--- config.mk ---
export PLATFORM = sky130hd
export DESIGN_NAME = taillight_sequencer
export DESIGN_NICKNAME = d
export VERILOG_FILES = /design/src/rtl/taillight_sequencer.sv
export SDC_FILE = /design/constraint.sdc
export NUM_CORES = 1
export LEC_CHECK = 0
export ABC_AREA = 1
export CORE_ASPECT_RATIO = 1.75
export CORE_MARGIN = 2
export CORE_UTILIZATION = 58
export DETAILED_ROUTE_END_ITERATION = 12
export PLACE_DENSITY = 0.79
export SLEW_MARGIN = 10
export SYNTH_ARGS = -nofsm -noshare
export SYNTH_HDL_FRONTEND = slang
export SYNTH_SLANG_ARGS = --single-unit
--- constraint.sdc ---
create_clock -name clk -period 1.7 [get_ports clk]
set_input_delay 0.34 -clock clk [delete_from_list [all_inputs] [get_ports clk]]
set_output_delay 0.34 -clock clk [all_outputs]
set_load 0.02 [all_outputs]
--- src/rtl/taillight_sequencer.sv ---
`timescale 1ns/1ps
// Purpose: Thunderbird-style turn/hazard taillight sequencer with switch synchronizers and step prescaler.
// Latency: switch to lamp is at most 2 + TICK_DIV cycles; lights/state_code are registered and change only on tick edges.
// Backpressure: none; free-running prescaler, the FSM advances once per tick.
//
// Ports:
//   clk        - system clock
//   reset_n    - asynchronous active-low reset
//   left/right/hazard - raw switches, asynchronous to clk
//   lights     - {LC, LB, LA, RA, RB, RC}, 1 = lamp on
//   state_code - current FSM state (0..7), drives the seven-segment decoder
//   tick       - one-cycle step strobe
module taillight_sequencer #(
  parameter int CLK_HZ  = 50_000_000,
  parameter int STEP_HZ = 4
) (
  input  logic       clk,
  input  logic       reset_n,
  input  logic       left,
  input  logic       right,
  input  logic       hazard,
  output logic [5:0] lights,
  output logic [2:0] state_code,
  output logic       tick
);

  localparam int TICK_DIV = CLK_HZ / STEP_HZ;
  localparam int CNT_W    = $clog2(TICK_DIV);
  localparam logic [CNT_W-1:0] CNT_LAST = CNT_W'(TICK_DIV - 1);

  if (TICK_DIV < 2) begin : g_div_check
    $error("taillight_sequencer: CLK_HZ / STEP_HZ must be at least 2");
  end

  typedef enum logic [2:0] {
    IDLE = 3'd0,
    L1   = 3'd1,
    L2   = 3'd2,
    L3   = 3'd3,
    R1   = 3'd4,
    R2   = 3'd5,
    R3   = 3'd6,
    HAZ  = 3'd7
  } state_t;

  state_t           state;
  logic [2:0]       sync_meta;
  logic [2:0]       sync_out;
  logic [CNT_W-1:0] cnt;
  logic             l_s;
  logic             r_s;
  logic             h_s;

  // Two-flop synchronizers, bit order {left, right, hazard}.
  always_ff @(posedge clk or negedge reset_n) begin
    if (!reset_n) begin
      sync_meta <= '0;
      sync_out  <= '0;
    end else begin
      sync_meta <= {left, right, hazard};
      sync_out  <= sync_meta;
    end
  end

  assign l_s = sync_out[2];
  assign r_s = sync_out[1];
  assign h_s = sync_out[0];

  // Free-running prescaler; tick marks its last count.
  always_ff @(posedge clk or negedge reset_n) begin
    if (!reset_n) begin
      cnt <= '0;
    end else if (cnt == CNT_LAST) begin
      cnt <= '0;
    end else begin
      cnt <= cnt + 1'b1;
    end
  end

  assign tick = (cnt == CNT_LAST);

  function automatic state_t next_state(input state_t s, input logic l, input logic r,
                                        input logic h);
    state_t n;
    n = s;
    // Hazard (or both turn switches) preempts anything except HAZ itself,
    // which must fall back to IDLE so the lamps flash.
    if (s != HAZ && (h || (l && r))) begin
      n = HAZ;
    end else begin
      case (s)
        HAZ:     n = IDLE;
        IDLE:    n = l ? L1 : (r ? R1 : IDLE);
        L1:      n = L2;
        L2:      n = L3;
        L3:      n = IDLE;
        R1:      n = R2;
        R2:      n = R3;
        R3:      n = IDLE;
        default: n = IDLE;
      endcase
    end
    return n;
  endfunction

  function automatic logic [5:0] lamp_pattern(input state_t s);
    logic [5:0] p;
    p = 6'b000000;
    case (s)
      L1:      p = 6'b001000;
      L2:      p = 6'b011000;
      L3:      p = 6'b111000;
      R1:      p = 6'b000100;
      R2:      p = 6'b000110;
      R3:      p = 6'b000111;
      HAZ:     p = 6'b111111;
      default: p = 6'b000000;
    endcase
    return p;
  endfunction

  // Lights are decoded from the next state so they land on the same edge as the state.
  always_ff @(posedge clk or negedge reset_n) begin
    if (!reset_n) begin
      state  <= IDLE;
      lights <= 6'b000000;
    end else if (tick) begin
      state  <= next_state(state, l_s, r_s, h_s);
      lights <= lamp_pattern(next_state(state, l_s, r_s, h_s));
    end
  end

  assign state_code = state;

endmodule
* After elaboration in Yosys (flattened, before gate mapping)
Index checks and enable logic that the tools add are counted.
** Storage, ports and cells
- Register bits after elaboration :: 39
- Output and inout bits :: 10
** Cells by class
- $add $sub $neg :: 1
- Eq/ne operators :: 16
- Muxes and demuxes :: 7
- Reductions and logical operators :: 5
** Operators by type and width (count)
- $pmux 6 s7 :: 1
- $add 24x1->24 const B :: 1
- $eq 24x24->1 const B :: 1
- $eq 3x3->1 const B :: 8
- $mux 24 :: 1
- $pmux 3 s6 :: 1
- $eq 3x2->1 const B :: 4
- $mux 3 :: 4
- $eq 3x1->1 const B :: 2
- $logic_not 3->1 :: 1
- $ne 3x3->1 const B :: 1
- $reduce_or 3->1 :: 1
- $logic_and 1x1->1 :: 2
- $logic_or 1x1->1 :: 1

* Depth between registers and ports, before layout
Gate-level depths: netlist of run 1.
- Depth after elaboration :: 7
- Gate-level depth with buffers :: 9
- Gate-level depth less buffers :: 8

* Worst setup path after synthesis of run 1
OpenSTA, ideal clock, no wires.
- Path kind :: flip-flop to output port
- From :: register cnt[0]
- To :: output port tick
- Arrival :: 1.334 ns
- Slack :: 0.026 ns
- Stages on the path, launching flop included :: 7
- Cells stage by stage :: dfrtp_1 > ha_1 > nand3_2 > nor2_4 > nand3_2 > buf_4 > inv_1
** Between the ends
- Longest elaborated chain between the ends :: 1
** Ends and longest elaborated chain
- start, declared :: line 49 : logic [CNT_W-1:0] cnt;
- start signal, assigned :: line 76 : cnt <= cnt + 1'b1;
- $eq 24x24->1 :: line 80 : assign tick = (cnt == CNT_LAST);
- end, declared :: line 24 : output logic tick
No other way between the ends.

* Worst setup path after layout of run 1
- From :: register cnt[7]
- To :: output port tick
The elaborated chain is that of the path after synthesis.

==> results of run 1 <==
[flip-flops by register name, indices dropped and copies added (netlist names)]
register and count:
cnt 24, lights 6, state_code 3, sync_meta 3
sync_out 3
[worst min path at each step]
| stage | from | to | slack (ps) | cells past startpoint |
|---|---|---|---|---|
| floorplan | reset_n | cnt[0] | 40 | 0 |
| CTS | reset_n | cnt[13] | 100 | 2 |
| global placement | sync_meta[0] | sync_out[0] | 330 | 0 |
| detailed placement | sync_meta[1] | sync_out[1] | 350 | 0 |
| finish | reset_n | cnt[13] | 80 | 2 |
| global route | reset_n | cnt[11] | 140 | 2 |
[worst max-delay path, stage by stage, from the launching register on]
cell,delay [ps]
dfrtp_1,390
inv_2,60
nand2_1,60
nor2_1,140
nand2_2,80
inv_2,60
nand3_2,70
inv_2,70
buf_6,110
[logic make-up after synthesis]
family,share of synthesized area (%)
simple gates,36.1
buf+inv,7.84
flops,47.4
xor+xnor,5.95
compound gates,2.07
fa+ha+maj,0.607
[report_power, final]
| part | switching (uW) | leakage [uW] | internal [uW] |
|---|---|---|---|
| clock network | 324 | 0.0000422 | 288 |
| logic | 31.1 | 0.000870 | 12.8 |
| registers | 3.31 | 0.000517 | 934 |
| total | 358 | 0.00143 | 1240 |
[repair_timing]
item,in CTS,in global routing
setup endpoints to repair,2,4
buffers inserted,0,7
pin swaps,0,6
cloned,0,0
resized for setup,9,19
[Yosys cell counts (2+ instances only)]
master	n	area share, %
o21ai_0	5	1.2
nand3_2	2	0.97
xor2_1	8	3.4
nand3_1	21	5.1
nor2_1	44	8.0
nand4_1	3	0.91
nor2_4	5	2.7
dfrtp_1	39	47
nand2_1	86	16
inv_2	2	0.36
inv_1	36	6.6
xnor2_1	6	2.6
nand2_2	5	1.5
nor2_2	2	0.61
a21oi_1	2	0.49
[per-layer routing]
metal	GRT usage, %	vias up	share of wire, %
met4	17.4	0	5.3
met5	0	-	0
met1	28.2	891	36
met2	51.3	56	56
li1	-	963	-
met3	4.14	25	3.0
[through the flow]
stage          setup TNS, ps  cell area, um2
2_1_floorplan              0            2060
3_3_place_gp            -161            2550
3_5_place_dp            -157            2550
4_1_cts                -8.55            2630
5_1_grt                -97.7            2720
6_report                   0            2720
[area by class of cell]
class	instances	area (um2)	share of cell area [%]
multi-input combinational	193	960	35.2
clock inverter	1	5.00	0.184
tap	45	56.3	2.07
inverter	38	143	5.24
timing repair buffer	63	508	18.6
sequential	39	976	35.8
clock buffer	7	76.3	2.80
==> flow_summary_export.csv, run 1 <==
group,metric,value,unit
global_routing,first_global_vias,2048,
finish,finish.utilization,80.2,%
synthesis,synthFlopType,"dfrtp_1",
finish,number_of_antenna_cells_inserted,0,
die,floorplan.die_area,4060,um2
synthesis,ys_seq_area_share,47.4,%
sta,min_period,1680,ps
route,route.detailed.drc,0,
critical_path,end_kind,"primary output",
sta,worst_clock_skew,6.89,ps
global_routing,grt_start_max_net_pins,40,
route,post_drt_wl_per_cell,13.7,um
clock_tree,cts_inserted_buffers,5,
die,io_pins,15,
placement,detailedPlacementHpwl,3730,um
pwr,p_leak,0.00143,uW
synthesis,synth.yosys.warnings,0,
critical_path,worst-r2r-setup-slack,60,ps
clock_tree,cts.htree.levels,2,
finish,layout-drive-gt1-share,26.4,%
clock_tree,clk_pin_slew_worst_paths,80,ps
synthesis,synth_enable_flop_cells,0,
pwr,power.total,1590,uW
synthesis,postSynthCellCount,272,
finish,filler_cell_count,227,
sta,final_hold_viol_count,0,
critical_path,worstSetupPathType,"register to primary output",
route,firstDrtPassIters,4,
placement,gp_congestion,0.981,
critical_path,worstSetupEndpoint,"tick",
finish,layout.cells.most_common,"nand2_1",
sta,rsz0062_at_grt,"true",
clock_tree,number_of_buffers_on_the_longest_clock_path,2,
clock_tree,cts_hold_buffers,0,
pwr,vdd_ir_drop_max,0.644,mV
global_routing,grt_first_pass_wirelength,8700,um
finish,layout.cells.most_common_list,"80 x nand2_1, 49 x buf_4, 41 x nor2_1, 39 x dfrtp_1, 29 x inv_1",
critical_path,worst_ep_required_time,1360,ps
die,chipWidth,49.0,um
synthesis,total_of_flip_flops_plus_latches_after_synthesis,39,
critical_path,critPathArrivalTime,1340,ps
finish,final_nets,346,
die,num_rows,28,
synthesis,netlist-cell-type-count,21,
sta,fmax,597,MHz
clock_tree,clock_latency_of_the_later_clocked_register_in_the_worst_skew_pair,290,ps
placement,dp_slack,-157,ps
finish,synthToLayoutAreaGrowth,32.3,%
critical_path,worst_r2r_endpoint,"cnt[22]",
route,totalWireLength,5300,um
synthesis,syn_nets,278,
sta,timing.final.max_slew_violations,0,
placement,io_buffer_count,14,
clock_tree,clockRootBuffer,"clkbuf_8",
sta,slew-limit-headroom,67.1,%
job,timing.max_cap.violations,0,
route,dr.first_iter.drc_count,70,
global_routing,track_usage,27.8,%
die,core_area,3400,um2
sta,fin_ws,24.4,ps
pwr,cell_area_power_density,585,nW/um2
route,final_antenna_net_count,0,
die,initial_utilization,60.6,%
synthesis,mappedNetlistArea,2060,um2
critical_path,crit_path_start,"cnt[7]",
sta,final.period_utilization,98.6,%
outcome,result_of_the_run,"completed",
finish,instances_no_fill,386,
critical_path,worstRegToRegCells,9,
clock_tree,cts_tree,"yes",
critical_path,critical_path.max_fanout,2,
placement,numPlacedInstances,371,
synthesis,synth_async_sr_flop_share,100,%
global_routing,global_route.overflow_total,0,
global_routing,antenna_found_initial,0,
hold_path,hp-class,"primary input to asynchronous set/reset pin",
synthesis,synth_area_per_cell,7.57,um2
critical_path,kind_of_start_point_of_the_critical_path,"register",
route,via_per_inst,5.01,
clock_tree,tritoncts_num_sinks,39,
die,die_span_in_y,82.8,um
sta,worst_pin_slew,493,ps
sta,timing.final.setup_violations,0,
route,vias,1935,
critical_path,r2r-start,"cnt[9]",
sta,timing.hold.ws,81.3,ps
Power figures use the tool's default switching activity.
==> run 2: changes to the inputs <==
--- a/config.mk
+++ b/config.mk
@@ -8,9 +8,9 @@
 export ABC_AREA = 1
 export CORE_ASPECT_RATIO = 1.75
 export CORE_MARGIN = 2
-export CORE_UTILIZATION = 58
+export CORE_UTILIZATION = 55
 export DETAILED_ROUTE_END_ITERATION = 12
-export PLACE_DENSITY = 0.79
+export PLACE_DENSITY = 0.75
 export SLEW_MARGIN = 10
 export SYNTH_ARGS = -nofsm -noshare
 export SYNTH_HDL_FRONTEND = slang
==> constraint.sdc (replaced) <==
create_clock -name clk -period 1.8 [get_ports clk]
set_input_delay 0.36 -clock clk [delete_from_list [all_inputs] [get_ports clk]]
set_output_delay 0.36 -clock clk [all_outputs]
set_load 0.02 [all_outputs]
==> run 2 against run 1 <==
Core utilization decreased by 5.1 points. Clock power increased by 22%. Combinational power decreased by 5.9%. Largest cell class unchanged. Largest power group unchanged.
==> flow_summary_export.csv, run 2 (synthesized netlist as in run 1, its figures left out) <==
group,metric,value,unit
route,firstDrtPassIters,4,
sta,rsz0062_at_grt,"false",
global_routing,grt_start_max_net_pins,40,
clock_tree,number_of_buffers_on_the_longest_clock_path,2,
hold_path,hp-class,"primary input to asynchronous set/reset pin",
sta,worst_clock_skew,4.24,ps
placement,gp_congestion,0.996,
critical_path,critPathBufInv,1,
critical_path,worst-r2r-setup-slack,260,ps
die,chipWidth,50.3,um
route,wl_met3,134,um
job,timing.max_cap.violations,0,
critical_path,kind_of_start_point_of_the_critical_path,"register",
die,num_rows,29,
global_routing,first_global_vias,1935,
critical_path,critical_path.max_fanout,6,
clock_tree,clk_pin_slew_worst_paths,70,ps
clock_tree,cts_inserted_buffers,5,
critical_path,worst_r2r_endpoint,"cnt[20]",
critical_path,cp_cell_sequence,"clkdlybuf4s50_1",
finish,layout.cells.most_common,"nand2_1",
route,via_per_inst,4.91,
finish,filler_cell_count,265,
route,totalWireLength,4780,um
finish,synthToLayoutAreaGrowth,30.9,%
die,core_area,3590,um2
outcome,result_of_the_run,"completed",
critical_path,r2r-start,"cnt[0]",
critical_path,worstRegToRegCells,7,
route,vias,1869,
route,routed-wl-met2,2750,um
finish,final_nets,340,
placement,io_buffer_count,14,
finish,layout-drive-gt1-share,23.3,%
finish,biggestRegsByFlops,"cnt (24), lights (6)",
die,io_pins,15,
clock_tree,clockRootBuffer,"clkbuf_8",
critical_path,worst_ep_required_time,1440,ps
sta,timing.hold.ws,110,ps
route,dr.first_iter.drc_count,44,
sta,fin_ws,80.0,ps
route,top_layer,"met4",
sta,final_hold_viol_count,0,
clock_tree,cts.htree.levels,2,
route,detailed_route_wire_length_on_metal_1,1700,um
finish,number_of_antenna_cells_inserted,0,
critical_path,critPathArrivalTime,1360,ps
route,post_drt_wl_per_cell,12.5,um
critical_path,worst_path_max_delay_cell,"clkdlybuf4s50_1",
die,floorplan.die_area,4270,um2
sta,worst_pin_slew,481,ps
pwr,vdd_ir_drop_max,0.663,mV
finish,layout.cells.most_common_list,"84 x nand2_1, 43 x buf_4, 41 x nor2_1, 39 x dfrtp_1, 32 x inv_1",
global_routing,antenna_found_initial,0,
sta,final.period_utilization,95.6,%
route,route.detailed.drc,0,
critical_path,critical_path.top_delay_family,"buffers and inverters",
placement,detailedPlacementHpwl,3710,um
sta,slew-limit-headroom,67.9,%
global_routing,grt_first_pass_wirelength,8380,um
finish,registers.top_by_ff_count,"cnt",
die,initial_utilization,57.3,%
route,final_antenna_net_count,0,
clock_tree,cts_tree,"yes",
placement,dp_slack,-109,ps
clock_tree,tritoncts_num_sinks,39,
finish,sequential_cell_area,976,um2
pwr,p_leak,0.00139,uW
sta,fmax,581,MHz
critical_path,worstSetupPathType,"register to primary output",
sta,timing.final.setup_violations,0,
die,die_span_in_y,85.0,um
sta,timing.final.max_slew_violations,0,
sta,min_period,1720,ps
global_routing,global_route.overflow_total,0,
finish,largest_register_ffs,24,
finish,multi_input_comb_area,940,um2
clock_tree,clock_latency_of_the_later_clocked_register_in_the_worst_skew_pair,290,ps
pwr,cell_area_power_density,622,nW/um2
critical_path,end_kind,"primary output",
global_routing,track_usage,26.4,%
critical_path,slowest_delay,640,ps
run 2: per-layer routing:
metal	vias up	GRT usage, %
met5	-	0
met4	0	14.9
met3	17	4.75
met2	45	48.3
met1	858	27.2
li1	949	-
run 2: worst max-delay path by stage:
stage,start,end,slack (ps),cells after the start
floorplan,cnt[0],tick,110,6
global placement,cnt[16],tick,-80,6
detailed placement,cnt[8],tick,-110,8
CTS,cnt[8],tick,5,8
global route,cnt[9],tick,10,8
finish,state_code[2],state_code[2],80,1
run 2: repair_timing:
item                                    4_1_cts  5_1_grt
hold buffers                                  0        0
gates resized for setup                       4       13
pin swaps                                     0        2
endpoints found under the setup margin        1        2
buffers inserted                              0        2
run 2: final cells by class:
type | count | area share [%]
Clock inverter | 2 | 1.30
Multi-Input combinational cell | 193 | 34.9
Timing Repair Buffer | 57 | 17.1
Clock buffer | 6 | 3.06
Sequential cell | 39 | 36.2
Tap cell | 46 | 2.14
Inverter | 38 | 5.29
run 2: per-stage QoR:
step | instances | setup TNS [ps] | cell area, um2 | total power (uW) | utilization, %
6_report | 381 | 0 | 2700 | 1680 | 75.0
4_1_cts | 379 | 0 | 2650 | 1690 | 73.9
2_1_floorplan | 272 | 0 | 2060 | 913 | -
3_5_place_dp | 371 | -109 | 2540 | 945 | 70.7
3_3_place_gp | 371 | -84.3 | 2540 | 944 | 70.7
5_1_grt | 381 | 0 | 2700 | 1730 | 75.0
run 2: power by group:
part,internal [uW],switching (uW),total (uW)
registers,882,2.47,885
clock network,448,301,749
logic,12.1,29.3,41.4
total,1340,333,1680
